[src/rtl/board_io_ctrl_if.sv]
// Single-cycle register port used by cores to reach board_io_ctrl.
interface board_io_ctrl_if;
  logic [4:0]  Addr;
  logic        WrEn;
  logic        RdEn;
  logic [31:0] WrData;
  logic [31:0] RdData;

  modport master (output Addr, WrEn, RdEn, WrData, input RdData);
  modport slave  (input Addr, WrEn, RdEn, WrData, output RdData);
endinterface

[src/rtl/board_io_ctrl.sv]
// Register-mapped board I/O: seven-segment digits, LEDs with blink, synchronised
// switches and debounced buttons with sticky press flags.
module board_io_ctrl #(
  parameter int NUM_HEX         = 6,
  parameter int NUM_LED         = 10,
  parameter int NUM_SW          = 4,
  parameter int NUM_BTN         = 2,
  parameter int DEBOUNCE_CYCLES = 500000,
  parameter int BLINK_CYCLES    = 12500000
) (
  input  logic                 QClk,
  input  logic                 RstQnnnH,
  board_io_ctrl_if.slave       bus,
  input  logic [NUM_SW-1:0]    Sw,
  input  logic [NUM_BTN-1:0]   Btn,
  output logic [7*NUM_HEX-1:0] Hex,
  output logic [NUM_LED-1:0]   Led
);
  localparam int DB_W = $clog2(DEBOUNCE_CYCLES);
  localparam int BL_W = $clog2(BLINK_CYCLES);
  localparam logic [DB_W-1:0] DB_LAST = DB_W'(DEBOUNCE_CYCLES - 1);
  localparam logic [BL_W-1:0] BL_LAST = BL_W'(BLINK_CYCLES - 1);

  typedef enum logic [2:0] {
    REG_HEX_VAL   = 3'd0,
    REG_HEX_EN    = 3'd1,
    REG_LED       = 3'd2,
    REG_SW        = 3'd3,
    REG_BTN_LVL   = 3'd4,
    REG_BTN_PRESS = 3'd5,
    REG_LED_BLINK = 3'd6,
    REG_NONE      = 3'd7
  } reg_e;

  reg_e                 word;
  logic [4*NUM_HEX-1:0] hex_val;
  logic [NUM_HEX-1:0]   hex_en;
  logic [NUM_LED-1:0]   led_reg;
  logic [NUM_LED-1:0]   led_blink;
  logic [NUM_SW-1:0]    sw_meta, sw_sync;
  logic [NUM_BTN-1:0]   btn_meta, btn_sync, pressed_now;
  logic [NUM_BTN-1:0]   btn_lvl, btn_press, db_flip, press_set, press_clr;
  logic [DB_W-1:0]      db_cnt [NUM_BTN];
  logic [BL_W-1:0]      blink_cnt;
  logic                 blink_phase;
  logic [31:0]          rd_next;
  logic                 unused_bits;

  assign word        = reg_e'(bus.Addr[4:2]);
  assign unused_bits = ^{bus.Addr[1:0], bus.WrData};

  // NOTE: sequential state uses non-blocking assignments so every flop samples pre-edge values.
  always_ff @(posedge QClk or negedge RstQnnnH) begin
    if (!RstQnnnH) begin
      hex_val   <= '0;
      hex_en    <= '0;
      led_reg   <= '0;
      led_blink <= '0;
    end else if (bus.WrEn) begin
      case (word)
        REG_HEX_VAL:   hex_val   <= bus.WrData[4*NUM_HEX-1:0];
        REG_HEX_EN:    hex_en    <= bus.WrData[NUM_HEX-1:0];
        REG_LED:       led_reg   <= bus.WrData[NUM_LED-1:0];
        REG_LED_BLINK: led_blink <= bus.WrData[NUM_LED-1:0];
        default: ;
      endcase
    end
  end

  // Two-flop synchronisers; buttons idle high (released).
  always_ff @(posedge QClk or negedge RstQnnnH) begin
    if (!RstQnnnH) begin
      sw_meta  <= '0;
      sw_sync  <= '0;
      btn_meta <= '1;
      btn_sync <= '1;
    end else begin
      sw_meta  <= Sw;
      sw_sync  <= sw_meta;
      btn_meta <= Btn;
      btn_sync <= btn_meta;
    end
  end

  assign pressed_now = ~btn_sync;

  // NOTE: combinational blocks assign a default before any branch so no latch is inferred.
  always_comb begin
    db_flip = '0;
    for (int i = 0; i < NUM_BTN; i++) begin
      db_flip[i] = (pressed_now[i] != btn_lvl[i]) && (db_cnt[i] == DB_LAST);
    end
  end

  // NOTE: the per-button counter array is small and must restart cleanly, so it is reset.
  always_ff @(posedge QClk or negedge RstQnnnH) begin
    if (!RstQnnnH) begin
      btn_lvl <= '0;
      for (int i = 0; i < NUM_BTN; i++) db_cnt[i] <= '0;
    end else begin
      btn_lvl <= btn_lvl ^ db_flip;
      for (int i = 0; i < NUM_BTN; i++) begin
        if ((pressed_now[i] == btn_lvl[i]) || db_flip[i]) db_cnt[i] <= '0;
        else                                              db_cnt[i] <= db_cnt[i] + DB_W'(1);
      end
    end
  end

  // A fresh press outranks a same-cycle write-one-to-clear.
  assign press_set = db_flip & ~btn_lvl;
  assign press_clr = (bus.WrEn && (word == REG_BTN_PRESS)) ? bus.WrData[NUM_BTN-1:0] : '0;

  always_ff @(posedge QClk or negedge RstQnnnH) begin
    if (!RstQnnnH) btn_press <= '0;
    else           btn_press <= (btn_press & ~press_clr) | press_set;
  end

  always_ff @(posedge QClk or negedge RstQnnnH) begin
    if (!RstQnnnH) begin
      blink_cnt   <= '0;
      blink_phase <= 1'b0;
    end else if (blink_cnt == BL_LAST) begin
      blink_cnt   <= '0;
      blink_phase <= ~blink_phase;
    end else begin
      blink_cnt   <= blink_cnt + BL_W'(1);
    end
  end

  always_comb begin
    rd_next = '0;
    case (word)
      REG_HEX_VAL:   rd_next[4*NUM_HEX-1:0] = hex_val;
      REG_HEX_EN:    rd_next[NUM_HEX-1:0]   = hex_en;
      REG_LED:       rd_next[NUM_LED-1:0]   = led_reg;
      REG_SW:        rd_next[NUM_SW-1:0]    = sw_sync;
      REG_BTN_LVL:   rd_next[NUM_BTN-1:0]   = btn_lvl;
      REG_BTN_PRESS: rd_next[NUM_BTN-1:0]   = btn_press;
      REG_LED_BLINK: rd_next[NUM_LED-1:0]   = led_blink;
      default: ;
    endcase
  end

  // Read data captures pre-write state, so a combined read/write returns the old value.
  always_ff @(posedge QClk or negedge RstQnnnH) begin
    if (!RstQnnnH)     bus.RdData <= '0;
    else if (bus.RdEn) bus.RdData <= rd_next;
  end

  function automatic logic [6:0] seg7(input logic [3:0] n);
    case (n)
      4'h0: seg7 = 7'h40;  4'h1: seg7 = 7'h79;  4'h2: seg7 = 7'h24;  4'h3: seg7 = 7'h30;
      4'h4: seg7 = 7'h19;  4'h5: seg7 = 7'h12;  4'h6: seg7 = 7'h02;  4'h7: seg7 = 7'h78;
      4'h8: seg7 = 7'h00;  4'h9: seg7 = 7'h10;  4'hA: seg7 = 7'h08;  4'hB: seg7 = 7'h03;
      4'hC: seg7 = 7'h46;  4'hD: seg7 = 7'h21;  4'hE: seg7 = 7'h06;  default: seg7 = 7'h0E;
    endcase
  endfunction

  always_comb begin
    Hex = '1;
    for (int d = 0; d < NUM_HEX; d++) begin
      Hex[7*d +: 7] = hex_en[d] ? seg7(hex_val[4*d +: 4]) : 7'h7F;
    end
  end

  assign Led = led_reg & ~(led_blink & {NUM_LED{blink_phase}});
endmodule
[src/flat_wrapper.sv]
// flat-port wrapper written by rule: the top's interface ports become plain ports
module board_io_ctrl_flat 
#(
  parameter int NUM_HEX         = 6,
  parameter int NUM_LED         = 10,
  parameter int NUM_SW          = 4,
  parameter int NUM_BTN         = 2,
  parameter int DEBOUNCE_CYCLES = 500000,
  parameter int BLINK_CYCLES    = 12500000
)
  (QClk, RstQnnnH, Sw, Btn, Hex, Led, bus_Addr, bus_WrEn, bus_RdEn, bus_WrData, bus_RdData);
  board_io_ctrl_if bus_i ();
  input  logic QClk;
  input  logic RstQnnnH;
  input  logic [NUM_SW-1:0] Sw;
  input  logic [NUM_BTN-1:0] Btn;
  output logic [7*NUM_HEX-1:0] Hex;
  output logic [NUM_LED-1:0] Led;
  input wire logic [$bits(bus_i.Addr)-1:0] bus_Addr;
  input wire logic [$bits(bus_i.WrEn)-1:0] bus_WrEn;
  input wire logic [$bits(bus_i.RdEn)-1:0] bus_RdEn;
  input wire logic [$bits(bus_i.WrData)-1:0] bus_WrData;
  output wire logic [$bits(bus_i.RdData)-1:0] bus_RdData;
  assign bus_i.Addr = bus_Addr;
  assign bus_i.WrEn = bus_WrEn;
  assign bus_i.RdEn = bus_RdEn;
  assign bus_i.WrData = bus_WrData;
  assign bus_RdData = bus_i.RdData;
  board_io_ctrl #(.NUM_HEX(NUM_HEX), .NUM_LED(NUM_LED), .NUM_SW(NUM_SW), .NUM_BTN(NUM_BTN), .DEBOUNCE_CYCLES(DEBOUNCE_CYCLES), .BLINK_CYCLES(BLINK_CYCLES)) u_core (.QClk(QClk), .RstQnnnH(RstQnnnH), .bus(bus_i), .Sw(Sw), .Btn(Btn), .Hex(Hex), .Led(Led));
endmodule
[config.mk]
export PLATFORM = sky130hd
export DESIGN_NAME = board_io_ctrl_flat
export DESIGN_NICKNAME = d
export VERILOG_FILES = /design/src/rtl/board_io_ctrl_if.sv /design/src/rtl/board_io_ctrl.sv /design/src/flat_wrapper.sv
export SDC_FILE = /design/constraint.sdc
export NUM_CORES = 1
export LEC_CHECK = 0
export CAP_MARGIN = 20
export CELL_PAD_IN_SITES_DETAIL_PLACEMENT = 0
export CELL_PAD_IN_SITES_GLOBAL_PLACEMENT = 2
export CORE_MARGIN = 4
export CORE_UTILIZATION = 31
export CTS_CLUSTER_DIAMETER = 30
export CTS_CLUSTER_SIZE = 10
export DETAILED_ROUTE_END_ITERATION = 10
export MAX_ROUTING_LAYER = met4
export PLACE_DENSITY_LB_ADDON = 0.1
export SLEW_MARGIN = 20
export SYNTH_ARGS = -nofsm -noshare
export SYNTH_HDL_FRONTEND = slang
export SYNTH_SLANG_ARGS = --single-unit
[constraint.sdc]
create_clock -name QClk -period 2 [get_ports QClk]
set_clock_uncertainty 0.15 [all_clocks]
set_input_delay 0.3 -clock QClk [delete_from_list [all_inputs] [get_ports QClk]]
set_output_delay 0.3 -clock QClk [all_outputs]
set_load 0.02 [all_outputs]
== After elaboration in Yosys (flattened, before gate mapping) ==
Memory sizes are Yosys's and may differ from the RTL's.
Index checks and enable logic that the tools add are counted.
Storage, ports and cells
  register bits: 153
  bits in latches: 0
  bits in writable memories: 0
  bits in read-only memories: 672
  bits of input ports: 47
  output and inout port bits: 84
  word-level logic and storage cells: 73
  memories: 6
Cells by class
  $add $sub $neg: 3
  $mul: 0
  div/mod/pow operators: 0
  magnitude comparators: 0
  equality and inequality tests: 13
  shift operators: 0
  multiplexer cells: 15
  bitwise gates (word level): 11
  reduce and logical (&&, ||, !) cells: 10
Memories
  (no name shown): words 16, bits a word 7, rd ports 1, clocked after memory_dff 0, wr ports 0, line board_io_ctrl.sv:151  | case (n)
  (no name shown): words 16, bits a word 7, rd ports 1, clocked after memory_dff 0, wr ports 0, line board_io_ctrl.sv:151
  (no name shown): words 16, bits a word 7, rd ports 1, clocked after memory_dff 0, wr ports 0, line board_io_ctrl.sv:151
  (no name shown): words 16, bits a word 7, rd ports 1, clocked after memory_dff 0, wr ports 0, line board_io_ctrl.sv:151
  (no name shown): words 16, bits a word 7, rd ports 1, clocked after memory_dff 0, wr ports 0, line board_io_ctrl.sv:151
  (no name shown): words 16, bits a word 7, rd ports 1, clocked after memory_dff 0, wr ports 0, line board_io_ctrl.sv:151
Operators with widths (count)
  $mux 7: 6
  $add 19x1->19 const B: 2
  $eq 19x19->1 const B: 2
  $mux 19: 2
  $add 24x1->24 const B: 1
  $eq 24x24->1 const B: 1
  $mux 24: 1
  $and 10x10->10: 2
  $mux 14: 1
  $pmux 2 s7: 1
  $pmux 4 s3: 1
  $not 10->10: 1
  $pmux 2 s5: 1
  $eq 3x3->1 const B: 3
  $pmux 2 s4: 1
  $reduce_and 2->1: 4
  $eq 3x2->1 const B: 2
  $not 2->2: 3
  $and 2x2->2: 2
  $eq 3x1->1 const B: 1
  $logic_and 1x1->1: 3
  $logic_not 3->1: 1
  $eq 1x1->1: 2
  $logic_or 1x1->1: 2
  5 further kinds: 6

== Logic depth before layout (Yosys ltp) ==
  depth in word-level cells: 6
  depth in mapped cells: 7
  gate-level depth less buffers: 6

== Least setup slack after synthesis ==
OpenSTA, ideal clock, no wires.
  path kind: reg-to-output
  from: register u_core.hex_val[21]
  to: output port Hex[38]
  arrival time: 1.658 ns
  data required time: 1.550 ns
  setup slack: -0.108 ns
  stages on the path, launching flop included: 5
  path buffers: 0
  path through: dfrtp_1 -> inv_1 -> ha_1 -> nor2_1 -> o311ai_0
On the way
  word-level cells in the longest chain between the ends: 2
Ends and longest elaborated chain
  start, declared: line board_io_ctrl.sv:36  | logic [4*NUM_HEX-1:0] hex_val;
  start signal, assigned: line board_io_ctrl.sv:61  | REG_HEX_VAL: hex_val <= bus.WrData[4*NUM_HEX-1:0];
  $mem_v2 16x7
  $mux 7: line board_io_ctrl.sv:162  | Hex[7*d +: 7] = hex_en[d] ? seg7(hex_val[4*d +: 4]) : 7'h7F;
  end, declared: line flat_wrapper.sv:17  | output logic [7*NUM_HEX-1:0] Hex;
Every way passes these cells.

== Final worst setup path ==
  from: register u_core.hex_val[17]
  to: output port Hex[29]
Same word-level chain as after synthesis.

==> results <==
[timing repair]
item / in CTS / in global routing
hold buffers: 1 / 0
endpoints found under the setup margin: 54 / 58
hold endpoints to repair: 36 / 0
setup buffers: 15 / 19
pin swaps: 41 / 45
resized for setup: 422 / 64
[Yosys cell counts (3+ instances only)]
library cell / count
sky130_fd_sc_hd__o221ai_1: 3
sky130_fd_sc_hd__a21oi_1: 21
sky130_fd_sc_hd__nand4_1: 21
sky130_fd_sc_hd__buf_4: 8
sky130_fd_sc_hd__o31ai_1: 6
sky130_fd_sc_hd__o211ai_1: 24
sky130_fd_sc_hd__or4_1: 7
sky130_fd_sc_hd__nand3b_1: 8
sky130_fd_sc_hd__and4_1: 9
sky130_fd_sc_hd__nor4_1: 7
sky130_fd_sc_hd__nand2b_1: 12
sky130_fd_sc_hd__a22oi_1: 6
sky130_fd_sc_hd__dfrtp_1: 149
sky130_fd_sc_hd__xor2_1: 21
sky130_fd_sc_hd__o31a_1: 3
sky130_fd_sc_hd__nand3_1: 35
sky130_fd_sc_hd__buf_2: 6
sky130_fd_sc_hd__mux2_2: 56
sky130_fd_sc_hd__clkbuf_1: 39
sky130_fd_sc_hd__a31oi_1: 5
sky130_fd_sc_hd__and3_1: 8
sky130_fd_sc_hd__or3_1: 11
sky130_fd_sc_hd__ha_1: 41
sky130_fd_sc_hd__o21ai_0: 40
sky130_fd_sc_hd__nand2_1: 57
sky130_fd_sc_hd__a21boi_0: 20
sky130_fd_sc_hd__dfstp_2: 4
sky130_fd_sc_hd__nor4b_1: 4
sky130_fd_sc_hd__nor3_1: 6
sky130_fd_sc_hd__nor2_1: 59
sky130_fd_sc_hd__inv_1: 54
sky130_fd_sc_hd__mux2i_1: 12
sky130_fd_sc_hd__o22ai_1: 9
sky130_fd_sc_hd__and4b_1: 3
sky130_fd_sc_hd__xnor2_1: 18
sky130_fd_sc_hd__o311ai_0: 15
sky130_fd_sc_hd__nor2b_1: 14
sky130_fd_sc_hd__and3b_1: 4
sky130_fd_sc_hd__and2_1: 3
[cell type report]
type                       count  area, µm²  share of cell area, %
timing repair buffer         281       2442                  19.44
sequential                   153       3846                  30.61
multi-input combinational    596       5034                  40.06
inverter                      54      212.7                  1.693
clock buffer                  19      432.9                  3.446
antenna                        1      2.502                0.01992
clock inverter                13      167.7                  1.334
tap                          341      426.7                  3.396
[cells by family after synthesis]
kind of cell,count (synthesis),share of synthesized area [%]
AOI/OAI and AO/OA,162,12.79
xor gates and xnor gates,39,4.019
adders and majority gates,41,6.036
buffers and inverters,109,5.270
DFF,153,45.11
muxes,70,9.363
other,1,0.04412
and+or+nand+nor,276,17.37
[stage by stage]
stage	hold slack [ns]	setup slack, ns
2_1_floorplan	-0.1456	-0.007532
3_3_place_gp	0.1110	-0.2634
3_5_place_dp	0.1113	-0.3171
4_1_cts	0.1104	-0.2761
5_1_grt	0.1260	-0.3573
6_report	0.1239	-0.2464
[where the power goes]
group | internal [mW] | switching (mW) | leakage [nW] | total [mW]
Sequential | 3.39 | 0.401 | 1.96 | 3.79
Clock | 1.98 | 1.37 | 0.288 | 3.35
Combinational | 2.16 | 2.07 | 3.03 | 4.23
Total | 7.52 | 3.84 | 5.28 | 11.4
[cell usage in the layout (no fill, tap or decap), drive strengths merged, types with 9 or more instances in the layout]
master	n
nand3	36
nand4	21
or3	13
dfrtp	149
mux2	56
o21ai	40
o311ai	15
nand2b	12
xor2	21
o211ai	24
nand2	57
clkbuf	20
nor2b	14
nor2	60
ha	41
inv	56
o22ai	9
a21boi	20
mux2i	12
clkdlybuf4s50	59
buf	217
xnor2	18
and4	10
a21oi	22
[routing by layer]
| layer | share of wire [%] | track usage, % | up-vias |
|---|---|---|---|
| met5 | 0 | - | - |
| li1 | - | - | 3529 |
| met1 | 46 | 21.40 | 3591 |
| met2 | 49 | 27.90 | 130 |
| met3 | 3.3 | 3.032 | 22 |
| met4 | 1.3 | 4.322 | 0 |
[critical path, stage by stage, from the launching register on]
cell and delay, ns:
sky130_fd_sc_hd__dfrtp_1 0.39, sky130_fd_sc_hd__inv_2 0.09, sky130_fd_sc_hd__ha_4 0.28, sky130_fd_sc_hd__nand2b_4 0.05, sky130_fd_sc_hd__a21boi_2 0.15, sky130_fd_sc_hd__o211ai_1 0.22, sky130_fd_sc_hd__buf_4 0.19
[path summary, 6_finish.rpt]
check | depth (start not counted) | startpoint | end | slack [ns]
min reg2reg | 0 | u_core.sw_meta[2]$_DFF_PN0_ | u_core.sw_sync[2]$_DFF_PN0_ | 0.20
min | 1 | Btn[0] | u_core.btn_meta[0]$_DFF_PN1_ | 0.12
min in group asynchronous | 2 | RstQnnnH | u_core.bus.RdData[8]$_DFFE_PN0P_ | 0.22
max in group asynchronous | 3 | RstQnnnH | u_core.btn_meta[0]$_DFF_PN1_ | 0.81
max | 6 | u_core.hex_val[17]$_DFFE_PN0P_ | Hex[29] | -0.25
max reg2reg | 4 | u_core.db_cnt[7]$_DFF_PN0_ | u_core.db_cnt[17]$_DFF_PN0_ | 0.10
==> impl_metrics.csv <==
group,metric,value,unit
grt,grt_pass1_wl,40380,µm
drt,remaining_drcs,0,
placed_design,count_of_input_and_output_buffers,112,
logic_synthesis,synth.avg_cell_area,9.988,µm²
drt,final_antenna_net_count,0,
logic_synthesis,synth_async_sr_flop_share,100.0,%
sta,timing_worst_slew_pin_value,0.5331,ns
power,p_leak,5.276,nW
layout,final_core_occ,46.62,%
clock_tree,numClockSinks,153,
worst_setup_path,cp_max_fo,3,
layout,largest_register_ffs,38,
layout,drive_above_1_share,39.78,%
placed_design,place_inst,1390,
floorplan,fp.dieH,173.6,µm
sta,final_period_demand_of_the_worst_path,2.246,ns
clock_tree,clkSlewWorstSetupHoldPaths,0.06,ns
grt,via_count_of_the_first_global_routing_pass,7527,
drt,drt_iter0_drc,316,
placed_design,postPlaceCellArea,10910,µm²
clock_tree,clock_insertion_delay_worst_skew,0.43,ns
sta,period_share,112.3,%
power,p_total,11.37,mW
logic_synthesis,mappedNetlistArea,8499,µm²
drt,routedWlPerCell,16.91,µm
grt,antenna_violations_before_repair,0,
clock_tree,cts_max_level,4,
power,cellPowerDensity,904.7,nW/µm²
worst_setup_path,timing.critical_path.required,1.55,ns
logic_synthesis,ys.flop_type,"sky130_fd_sc_hd__dfrtp_1",
worst_setup_path,worst_ep_arrival_time,1.80,ns
worst_setup_path,worstSetupStartpointType,"flop",
floorplan,die_area,30130,µm²
drt,drt_first_pass_iters,5,
min_path,holdCritPathClass,"in2reg",
drt,number_of_vias_per_cell,4.988,
drt,finalWirelength,24660,µm
floorplan,number_of_primary_i_o_pins,131,
layout,fillerInstances,2525,
logic_synthesis,flip_flop_and_latch_count_after_synthesis,153,
logic_synthesis,ys_seq_area_share,45.11,%
floorplan,die-width,173.6,µm
layout,area.growth.synth_to_final,47.83,%
clock_tree,clk_root_buffer_cell,"sky130_fd_sc_hd__clkbuf_16",
sta,tns,-4.997,ns
worst_setup_path,timing.setup.critical_path_class,"reg2out",
grt,grt_start_max_net_pins,43,
clock_tree,tritoncts,"built",
layout,nNetsFinal,1191,
power,ir_drop,482.9,µV
placed_design,dpl.hpwl,17910,µm
floorplan,std_cell_rows,60,
sta,timing.final.hold_violations,0,
drt,vias,7272,
clock_tree,cts_max_path_buffers,2,
sta,rsz0062_at_grt,"true",
outcome,failed_checks,"setup timing",
sta,report.final.slew_viol_count,0,
sta,max_freq,445.1,MHz
logic_synthesis,netlist_cell_types,58,
outcome,status,"finished, violations left",
run,max-cap-violations,0,
sta,slew_headroom,63.96,%
floorplan,floorplan.core_area,26950,µm²
grt,grt.total_usage,16.82,%
logic_synthesis,synth-warning-count,0,
layout,registers.top_by_ff_count,"u_core.db_cnt",
layout,post_route_design_area,12560,µm²
layout,final_instance_count_excl_fillers,1458,
worst_setup_path,critical_path.endpoint_type,"output pin",
grt,overflow,0,
placed_design,gpl.final_weighted_congestion,0.8945,
logic_synthesis,number_of_synthesized_flops_with_an_enable_pin,0,
logic_synthesis,netlist_instances,851,
sta,report.final.setup_viol,42,
logic_synthesis,synth_top_area_share,43.87,%
clock_tree,tritoncts.num_buffers,17,
sta,setup_slack_after_layout,-0.2464,ns
logic_synthesis,post_synth_main_area_contributors,"sky130_fd_sc_hd__dfrtp_1 44%, sky130_fd_sc_hd__mux2_2 7.4%, sky130_fd_sc_hd__ha_1 6.0%, sky130_fd_sc_hd__nor2_1 2.6%, sky130_fd_sc_hd__nand2_1 2.5%",
floorplan,floorplan.initialDensity,31.54,%
logic_synthesis,synth_top_area_cell,"sky130_fd_sc_hd__dfrtp_1",
No activity file was read; power rests on OpenSTA's default activity.
